==> src/rtl/ir_grid_pkg.sv <==
// Shared constants, cell state encoding and helpers for the IR grid conditioner.
// Optional per-cell masking is built in when IR_GRID_MASK_EN is defined.
package ir_grid_pkg;

   localparam int NUM_CELLS = 16;
   localparam int DEF_TICK_DIV = 50000;
   localparam int DEF_DEBOUNCE_TICKS = 8;
   localparam int DEF_HOLD_TICKS = 100;

   typedef enum logic [1:0] {
      CELL_IDLE   = 2'd0,
      CELL_QUAL   = 2'd1,
      CELL_ACTIVE = 2'd2,
      CELL_HOLD   = 2'd3
   } cell_state_e;

   function automatic logic [7:0] sat_inc(input logic [7:0] v);
      return (v == 8'hFF) ? v : v + 8'd1;
   endfunction

   // Scan downwards so the lowest set bit wins.
   function automatic logic [3:0] lowest_idx(input logic [15:0] v);
      logic [3:0] idx;
      idx = '0;
      for (int i = NUM_CELLS - 1; i >= 0; i--) begin
         if (v[i]) idx = 4'(i);
      end
      return idx;
   endfunction

endpackage

==> src/rtl/ir_debounce_cell.sv <==
// One grid box: qualify a synced beam-break over several ticks, then
// stretch the accepted hit for a hold period after the beam clears.
import ir_grid_pkg::*;

module ir_debounce_cell #(
   parameter int DEBOUNCE_TICKS = DEF_DEBOUNCE_TICKS,
   parameter int HOLD_TICKS = DEF_HOLD_TICKS
) (
   input  logic clk,
   input  logic reset,
   input  logic force_idle,
   input  logic level,
   input  logic tick,
   output logic hit
);

   cell_state_e state_q, state_d;
   logic [7:0] cnt_q, cnt_d;
   logic hit_q, hit_d;

   always_comb begin
      state_d = state_q;
      cnt_d = cnt_q;
      hit_d = (state_q == CELL_ACTIVE) || (state_q == CELL_HOLD);
      if (force_idle) begin
         state_d = CELL_IDLE;
         cnt_d = '0;
      end else begin
         unique case (state_q)
            CELL_IDLE: begin
               if (level) begin
                  state_d = CELL_QUAL;
                  cnt_d = '0;
               end
            end
            CELL_QUAL: begin
               // Level checks come first so a drop on a tick edge still aborts.
               if (!level) begin
                  state_d = CELL_IDLE;
                  cnt_d = '0;
               end else if (tick) begin
                  if (cnt_q == 8'(DEBOUNCE_TICKS - 1)) begin
                     state_d = CELL_ACTIVE;
                     cnt_d = '0;
                  end else begin
                     cnt_d = sat_inc(cnt_q);
                  end
               end
            end
            CELL_ACTIVE: begin
               if (!level) begin
                  state_d = CELL_HOLD;
                  cnt_d = '0;
               end
            end
            CELL_HOLD: begin
               if (level) begin
                  state_d = CELL_ACTIVE;
                  cnt_d = '0;
               end else if (tick) begin
                  if (cnt_q == 8'(HOLD_TICKS - 1)) begin
                     state_d = CELL_IDLE;
                     cnt_d = '0;
                  end else begin
                     cnt_d = sat_inc(cnt_q);
                  end
               end
            end
            default: begin
               state_d = CELL_IDLE;
               cnt_d = '0;
            end
         endcase
      end
   end

   always_ff @(posedge clk) begin
      if (reset) begin
         state_q <= CELL_IDLE;
         cnt_q <= '0;
         hit_q <= 1'b0;
      end else begin
         state_q <= state_d;
         cnt_q <= cnt_d;
         hit_q <= hit_d;
      end
   end

   assign hit = hit_q;

endmodule

==> src/rtl/ir_grid_conditioner.sv <==
// Conditions 16 active-low IR receivers into a debounced, stretched hit map.
// Define IR_GRID_MASK_EN to add the per-cell ir_mask input.
import ir_grid_pkg::*;

module ir_grid_conditioner #(
   parameter int TICK_DIV = DEF_TICK_DIV,
   parameter int DEBOUNCE_TICKS = DEF_DEBOUNCE_TICKS,
   parameter int HOLD_TICKS = DEF_HOLD_TICKS
) (
   input  logic        clk,
   input  logic        reset,
   input  logic        enable,
   input  logic [15:0] ir_raw,
`ifdef IR_GRID_MASK_EN
   input  logic [15:0] ir_mask,
`endif
   output logic [15:0] ir_in_p1,
   output logic        ir_any,
   output logic        hit_pulse,
   output logic [3:0]  ir_last_cell
);

   localparam int PW = (TICK_DIV > 1) ? $clog2(TICK_DIV) : 1;

   logic [15:0] sync1_q, sync1_d, sync2_q, sync2_d;
   logic [PW-1:0] presc_q, presc_d;
   logic [15:0] prev_q, prev_d;
   logic any_q, any_d;
   logic pulse_q, pulse_d;
   logic [3:0] last_q, last_d;
   logic tick;
   logic [15:0] force_idle, cell_hit, rise;

`ifdef IR_GRID_MASK_EN
   assign force_idle = {NUM_CELLS{~enable}} | ir_mask;
`else
   assign force_idle = {NUM_CELLS{~enable}};
`endif

   always_comb begin
      tick = (presc_q == PW'(TICK_DIV - 1));
      sync1_d = ~ir_raw;
      sync2_d = sync1_q;
      if (!enable || tick) presc_d = '0;
      else presc_d = presc_q + PW'(1);
      rise = cell_hit & ~prev_q;
      prev_d = cell_hit;
      any_d = |cell_hit;
      pulse_d = |rise;
      last_d = pulse_d ? lowest_idx(rise) : last_q;
   end

   always_ff @(posedge clk) begin
      if (reset) begin
         sync1_q <= '0;
         sync2_q <= '0;
         presc_q <= '0;
         prev_q <= '0;
         any_q <= 1'b0;
         pulse_q <= 1'b0;
         last_q <= '0;
      end else begin
         sync1_q <= sync1_d;
         sync2_q <= sync2_d;
         presc_q <= presc_d;
         prev_q <= prev_d;
         any_q <= any_d;
         pulse_q <= pulse_d;
         last_q <= last_d;
      end
   end

   for (genvar n = 0; n < NUM_CELLS; n++) begin : g_cell
      ir_debounce_cell #(
         .DEBOUNCE_TICKS(DEBOUNCE_TICKS),
         .HOLD_TICKS(HOLD_TICKS)
      ) u_cell (
         .clk(clk),
         .reset(reset),
         .force_idle(force_idle[n]),
         .level(sync2_q[n]),
         .tick(tick),
         .hit(cell_hit[n])
      );
   end

   assign ir_in_p1 = cell_hit;
   assign ir_any = any_q;
   assign hit_pulse = pulse_q;
   assign ir_last_cell = last_q;

endmodule

==> config.mk <==
export PLATFORM = sky130hd
export DESIGN_NAME = ir_grid_conditioner
export DESIGN_NICKNAME = d
export VERILOG_FILES = /design/src/rtl/ir_grid_pkg.sv /design/src/rtl/ir_debounce_cell.sv /design/src/rtl/ir_grid_conditioner.sv
export SDC_FILE = /design/constraint.sdc
export NUM_CORES = 1
export LEC_CHECK = 0
export CELL_PAD_IN_SITES_DETAIL_PLACEMENT = 1
export CELL_PAD_IN_SITES_GLOBAL_PLACEMENT = 2
export CORE_MARGIN = 1.5
export CORE_UTILIZATION = 38
export DETAILED_ROUTE_END_ITERATION = 8
export PLACE_DENSITY_LB_ADDON = 0.08
export SLEW_MARGIN = 20
export SYNTH_ARGS = -nofsm -noshare
export SYNTH_HDL_FRONTEND = slang
export SYNTH_SLANG_ARGS = --single-unit
==> constraint.sdc <==
create_clock -name clk -period 3.3 [get_ports clk]
set_clock_uncertainty 0.1 [all_clocks]
set_input_delay 0.33 -clock clk [delete_from_list [all_inputs] [get_ports clk]]
set_output_delay 0.33 -clock clk [all_outputs]
set_load 0.01 [all_outputs]
==> results of run 1 <==
## worst min path at each step
stage,start,end,depth (start not counted),slack (ns)
floorplan,ir_raw[15],sync1_q[15],1,0.30
global placement,sync1_q[12],sync2_q[12],1,0.32
detailed placement,sync1_q[3],sync2_q[3],1,0.33
CTS,reset,sync1_q[5],2,0.03
global route,reset,sync1_q[0],2,0.04
finish,reset,sync1_q[0],2,0.05
## state kept, by name, summed over array words and instances, names as in the netlist, named ones only
name	count
g_cell.u_cell.state_q	16
g_cell.u_cell.hit	16
ir_any	1
g_cell.u_cell.cnt_q	128
sync1_q	16
prev_q	16
hit_pulse	1
sync2_q	16
presc_q	16
ir_last_cell	4
## synthesized netlist by cell type, types with 34 or more instances
cell type  count
nand2_1       88
nor3_1        40
nor2_1       171
xnor2_1       61
nand3_1       70
dfxtp_1      246
clkbuf_1      34
a211oi_1      49
nor2b_1       65
a21oi_1      112
o21ai_0       49
## power by group through the flow
stage | logic, uW | registers (uW) | clock network [uW]
detailed placement | 275 | 3100 | 0
floorplan | 188 | 3080 | 0
CTS | 278 | 3030 | 3340
global route | 305 | 3040 | 3460
finish | 272 | 3030 | 3230
global placement | 271 | 3100 | 0
## cells by family after synthesis
group,Yosys count
mux,23
xor+xnor,84
flops,246
buf+inv,93
fa+ha+maj,17
simple gates,626
compound gates,367
## worst reg2reg max path, stage by stage (launching register included)
cell	delay, ns
dfxtp_1	0.36
ha_1	0.22
and3_1	0.39
buf_4	0.26
nand4_4	0.32
a21oi_1	0.58
a21o_1	0.34
a311oi_1	0.09
## metrics by stage
| stage | area (um2) | util | hold WS (ns) |
|---|---|---|---|
| 3_5_place_dp | 13000 | 0.411 | 0.326 |
| 5_1_grt | 14000 | 0.441 | 0.0380 |
| 3_3_place_gp | 13000 | 0.411 | 0.318 |
| 2_1_floorplan | 12300 | - | 0.297 |
| 6_report | 14000 | 0.441 | 0.0483 |
| 4_1_cts | 14000 | 0.441 | 0.0316 |
## final cells by class
cell class,count,area [um2],area share
well taps,402,503,0.0359
flip-flops and latches,246,4920,0.352
clock inverters,14,155,0.0111
inverters,30,113,0.00805
clock buffers,37,806,0.0576
multi-input cells,1117,6970,0.498
repair buffers,55,523,0.0374
## metal layers
metal,share of wire,global-route usage
met4,0.018,0.0407
met5,0,0
met3,0.032,0.0298
met1,0.49,0.273
met2,0.46,0.332
==> summary.txt, run 1 <==
Status
  – Status: finished, final reports clean

Synthesis
  – Ys async rst share: 0
  – Mapped Nets: 1492
  – XOR/XNOR Fraction of Synth Area: 0.0597
  – Synth Area in Adders: 0.0173
  – Synth area leader: dfxtp_1
  – Yosys cell types: 73
  – Simple-gate share of the synthesized area: 0.268
  – EDFF count, synth: 0
  – Average cell area after synthesis: 8.46 um2
  – Synth top area share: 0.400
  – Main combinational cell family by area after synthesis: simple AND/OR/NAND/NOR gates
  – Sequential fraction of the synthesis area: 0.400
  – Main area contributors after synthesis: dfxtp_1 (40%), nor2_1 (5.2%), a21oi_1 (4.6%)
  – Synthesized instance count: 1456
  – Mux contribution to synthesized area: 0.0188
  – Synth Register Bits: 246
  – Synth Area in Compound Gates: 0.201
  – Synthesized area: 12300 um2
  – Synthesis Warnings: 0
  – Dominant synthesized flop cell: dfxtp_1

Drt
  – Vias per std cell: 5.67
  – Wirelength per Cell: 17.4 um
  – Vias: 10773
  – DRC viols: 0
  – DRT antenna net count: 0
  – DR pass1 iterations: 5
  – Post-Route WL: 33000 um
  – DRT iter0 DRCs: 485

Die
  – Die height: 183 um
  – Die Area: 33500 um2
  – Initial Util: 0.388
  – Core ar.: 31700 um2
  – DIE WIDTH: 183 um
  – FP Rows: 65
  – # IOs: 41

Timing
  – Final Hold Viols: 0
  – Setup ws final: 0.500 ns
  – RSZ-0062 raised after global routing: no
  – Final period util: 0.849
  – Fin crit period: 2.80 ns
  – Setup TNS: 0 ns
  – FMAX: 0.357 GHz
  – # setup viols final: 0
  – Worst slew margin: 0.397
  – Max-slew violation count: 0
  – Worst Tran Pin Value: 0.896 ns

Worst setup path
  – Crit path max-delay family: compound AO/OA/AOI/OAI gates
  – Worst path cell trace: ha_1 > and3_1 > buf_4 > nand4_4 > a21oi_1 > a21o_1 > a311oi_1
  – Setup crit end: g_cell[12].u_cell.cnt_q[4]
  – CP bufs+invs: 1
  – Worst setup SP type: register
  – Critical Path AT: 3.09 ns
  – Critical-path top delay cell: a21oi_1
  – Worst r2r dst: g_cell[12].u_cell.cnt_q[4]
  – Max incr delay on CP: 0.57 ns
  – R2R depth: 7
  – Critical path type: register to register
  – Critical Path Source: presc_q[0]
  – Crit-path max FO: 17
  – Stages on worst setup path: 7
  – CP Capture Type: register
  – Reg2Reg Setup Slack: 0.50 ns
  – Data required time of the critical path: 3.59 ns
  – R2R Path Start: presc_q[0]

Clocking
  – CTS root buffer: clkbuf_16
  – Total clock buffers created by CTS: 29
  – CTS tree: yes
  – Clock latency on the worst-skew pair: 0.55 ns
  – CTS resizes: 0
  – # hold bufs at CTS: 0
  – Max clock buf depth: 3
  – Clock Sinks: 246
  – Clock transition at path regs: 0.06 ns
  – Postcts setup bufs: 0
  – H-tree depth: 1

Layout
  – Ant diodes: 0
  – Commonest non-fill, non-tap cells in the layout: dfxtp_1 (246), nor2_1 (171), a21oi_1 (112), nand2_1 (87), nand3_1 (70)
  – Commonest non-fill, non-tap cell in the layout: dfxtp_1
  – Layout Cells excl Fill: 1901
  – Share of cells above drive strength 1: 0.0620
  – Area growth syn-to-layout: 13.6%
  – Fin nets: 1515
  – Filler Cells Inserted: 3746

Power
  – VDD IR-drop max: 0.393 mV
  – Switch share: 0.228
  – Cell-internal power: 5040 uW
  – Switching pwr: 1490 uW
  – Pwr Total: 6540 uW
  – Sequential share of power: 0.464
  – Combinational share of power: 0.042
  – PD cells: 467 nW/um2
  – Clk pwr share: 0.494
  – Leak: 0.00468 uW

Global route
  – Global-route wire length before repair: 55500 um
  – Global route overflow: 0
  – Vias in the first global route: 10724
  – GRT Util Overall: 0.199
  – Antenna violations before repair: 0
  – Largest net degree at the start of global routing: 50

Place
  – I/O Buffers: 40
  – Final RePlAce weighted congestion: 0.813
  – Placed insts: 1850
  – Hpwl dp: 23400 um
  – Pre-CTS setup slack: 0.511 ns

Hold path
  – Worst min-delay path category: input port to register

Run
  – Max-cap viol count: 0
No activity file was read; power rests on OpenSTA's default activity.
==> inputs of run 2 (changes only) <==
CORE_UTILIZATION = 34   (was 38)
clock period = 2.27 ns   (was 3.3 ns; I/O delays follow)
==> summary.txt, run 2 (same netlist as run 1, synthesis figures left out) <==
Status
  – Status: finished with violations
  – Failing checks: design-rule violations

Run
  – Max-cap viol count: 0 (unchanged)

Timing
  – Final period util: 0.951 (+0.102)
  – # setup viols final: 0 (unchanged)
  – Max-slew violation count: 0 (unchanged)
  – Worst slew margin: 0.481 (+0.0842)
  – Fin crit period: 2.16 ns (-0.642 ns)
  – RSZ-0062 raised after global routing: yes
  – Setup ws final: 0.112 ns (-0.388 ns)
  – Worst Tran Pin Value: 0.779 ns (-0.117 ns)
  – Final Hold Viols: 0 (unchanged)
  – FMAX: 0.463 GHz (+30%)

Drt
  – DRT antenna net count: 0 (unchanged)
  – DR pass1 iterations: 8 (+3)
  – Wirelength per Cell: 16.9 um (-2.7%)
  – Vias per std cell: 5.36 (-5.4%)
  – Vias: 11129 (+3.3%)
  – DRT iter0 DRCs: 475 (-2.1%)
  – Post-Route WL: 35100 um (+6.3%)
  – DRC viols: 3 (+3)

Worst setup path
  – R2R Path Start: prev_q[10]
  – Worst setup SP type: register
  – Crit-path max FO: 3 (-14)
  – Critical Path Source: prev_q[10]
  – Critical Path AT: 2.51 ns (-0.58 ns)
  – Critical path type: register to register
  – Data required time of the critical path: 2.62 ns (-0.97 ns)
  – CP Capture Type: register

Power
  – PD cells: 701 nW/um2 (+50%)
  – Pwr Total: 10800 uW (+65%)
  – VDD IR-drop max: 0.455 mV (+16%)
  – Leak: 0.00541 uW (+16%)

Layout
  – Area growth syn-to-layout: 24.9%
  – Commonest non-fill, non-tap cells in the layout: dfxtp_1 (245), nor2_1 (171), buf_4 (118), a21oi_1 (110), nand2_1 (87)
  – Filler Cells Inserted: 4237 (+13%)
  – Fin nets: 1628 (+7.5%)
  – Commonest non-fill, non-tap cell in the layout: dfxtp_1
  – Top reg by flops: g_cell.u_cell.cnt_q
  – Ant diodes: 0 (unchanged)
  – Layout Cells excl Fill: 2077 (+9.3%)
  – Max FFs per register: 128 (unchanged)
  – Share of cells above drive strength 1: 0.144 (+0.0821)
  – Post-layout util: 0.431 (-0.00969)

Place
  – Placed insts: 2013 (+8.8%)
  – I/O Buffers: 40 (unchanged)
  – Final RePlAce weighted congestion: 0.809 (-0.55%)
  – Hpwl dp: 24800 um (+6.0%)
  – Pre-CTS setup slack: -0.0843 ns (-0.596 ns)

Global route
  – Vias in the first global route: 11286 (+5.2%)
  – GRT Util Overall: 0.189 (-0.00964)
  – Global-route wire length before repair: 58900 um (+6.1%)
  – Antenna violations before repair: 0 (unchanged)
  – Global route overflow: 0 (unchanged)
  – Largest net degree at the start of global routing: 63 (+26%)

Die
  – FP Rows: 69 (+6.2%)
  – DIE WIDTH: 193 um (+5.6%)
  – Die height: 193 um (+5.6%)
  – Initial Util: 0.345 (-0.0429)
  – Die Area: 37400 um2 (+12%)
  – Core ar.: 35700 um2 (+12%)
  – # IOs: 41 (unchanged)

Clocking
  – Clock Sinks: 246 (unchanged)
  – Max clock buf depth: 3 (unchanged)
  – CTS root buffer: clkbuf_16
  – Clock latency on the worst-skew pair: 0.53 ns (-0.02 ns)
  – Clock transition at path regs: 0.06 ns (about the same)
  – H-tree depth: 2 (+1)
  – CTS tree: yes
  – Total clock buffers created by CTS: 35 (+21%)

Hold path
  – Worst Hold Launch: ir_raw[8]
  – Worst min-delay path category: input port to register
run 2: cell types whose count changed in the layout (fill, tap and decap cells not counted), sizes merged:
cell	previous run	this run
buf	16	122
clkbuf	37	54
clkinv	7	2
clkinvlp	4	0
bufinv	3	5
dlygate4sd3	0	1
run 2: metrics by stage:
| step | hold WS [ns] | TNS, ns | cell area (um2) |
|---|---|---|---|
| floorplan | 0.194 | 0 | 12300 |
| global placement | 0.315 | -0.0146 | 13900 |
| detailed placement | 0.325 | -0.796 | 13900 |
| CTS | 0.0904 | 0 | 15300 |
| global route | 0.124 | -0.0327 | 15400 |
| finish | 0.116 | 0 | 15400 |
run 2: metal layers:
| layer | share of wire | GRT usage |
|---|---|---|
| met3 | 0.027 | 0.0267 |
| met2 | 0.46 | 0.317 |
| met4 | 0.020 | 0.0548 |
| met5 | 0 | 0 |
| met1 | 0.49 | 0.254 |
run 2: where the power goes:
part / switching, uW / internal (uW)
Combinational: 265 / 192
Sequential: 44.1 / 4360
Clock: 2010 / 3910
Total: 2320 / 8470
run 2: path summary, 6_finish.rpt:
check	endpoint	slack (ns)	depth (start not counted)
worst max register to register	ir_last_cell[0]	0.11	5
worst min-delay path	sync1_q[8]	0.12	2
worst min register to register	sync2_q[9]	0.33	1
worst max-delay path	ir_last_cell[0]	0.11	5
run 2: cell type report:
cell class                 instances  area, um2  area share
multi-input combinational       1117       7140       0.464
tap                              461        577      0.0375
clock inverter                     7        160      0.0104
timing repair buffer             162       1360      0.0882
inverter                          30        113     0.00732
clock buffer                      54       1110      0.0721
sequential                       246       4930       0.320
run 2: timing repair:
item	in CTS	in global routing
resized for setup	10	27
pin swaps	2	5
endpoints found under the setup margin	27	71
hold buffers	1	0
buffers inserted	0	2
endpoints found under the hold margin	5	0
run 2: critical path, stage by stage, from the launching register on:
cell and delay (ns):
dfxtp_1 0.30, nand2b_1 0.17, nand2_1 0.11, or4_1 0.59, or4b_2 0.65, a31oi_1 0.17
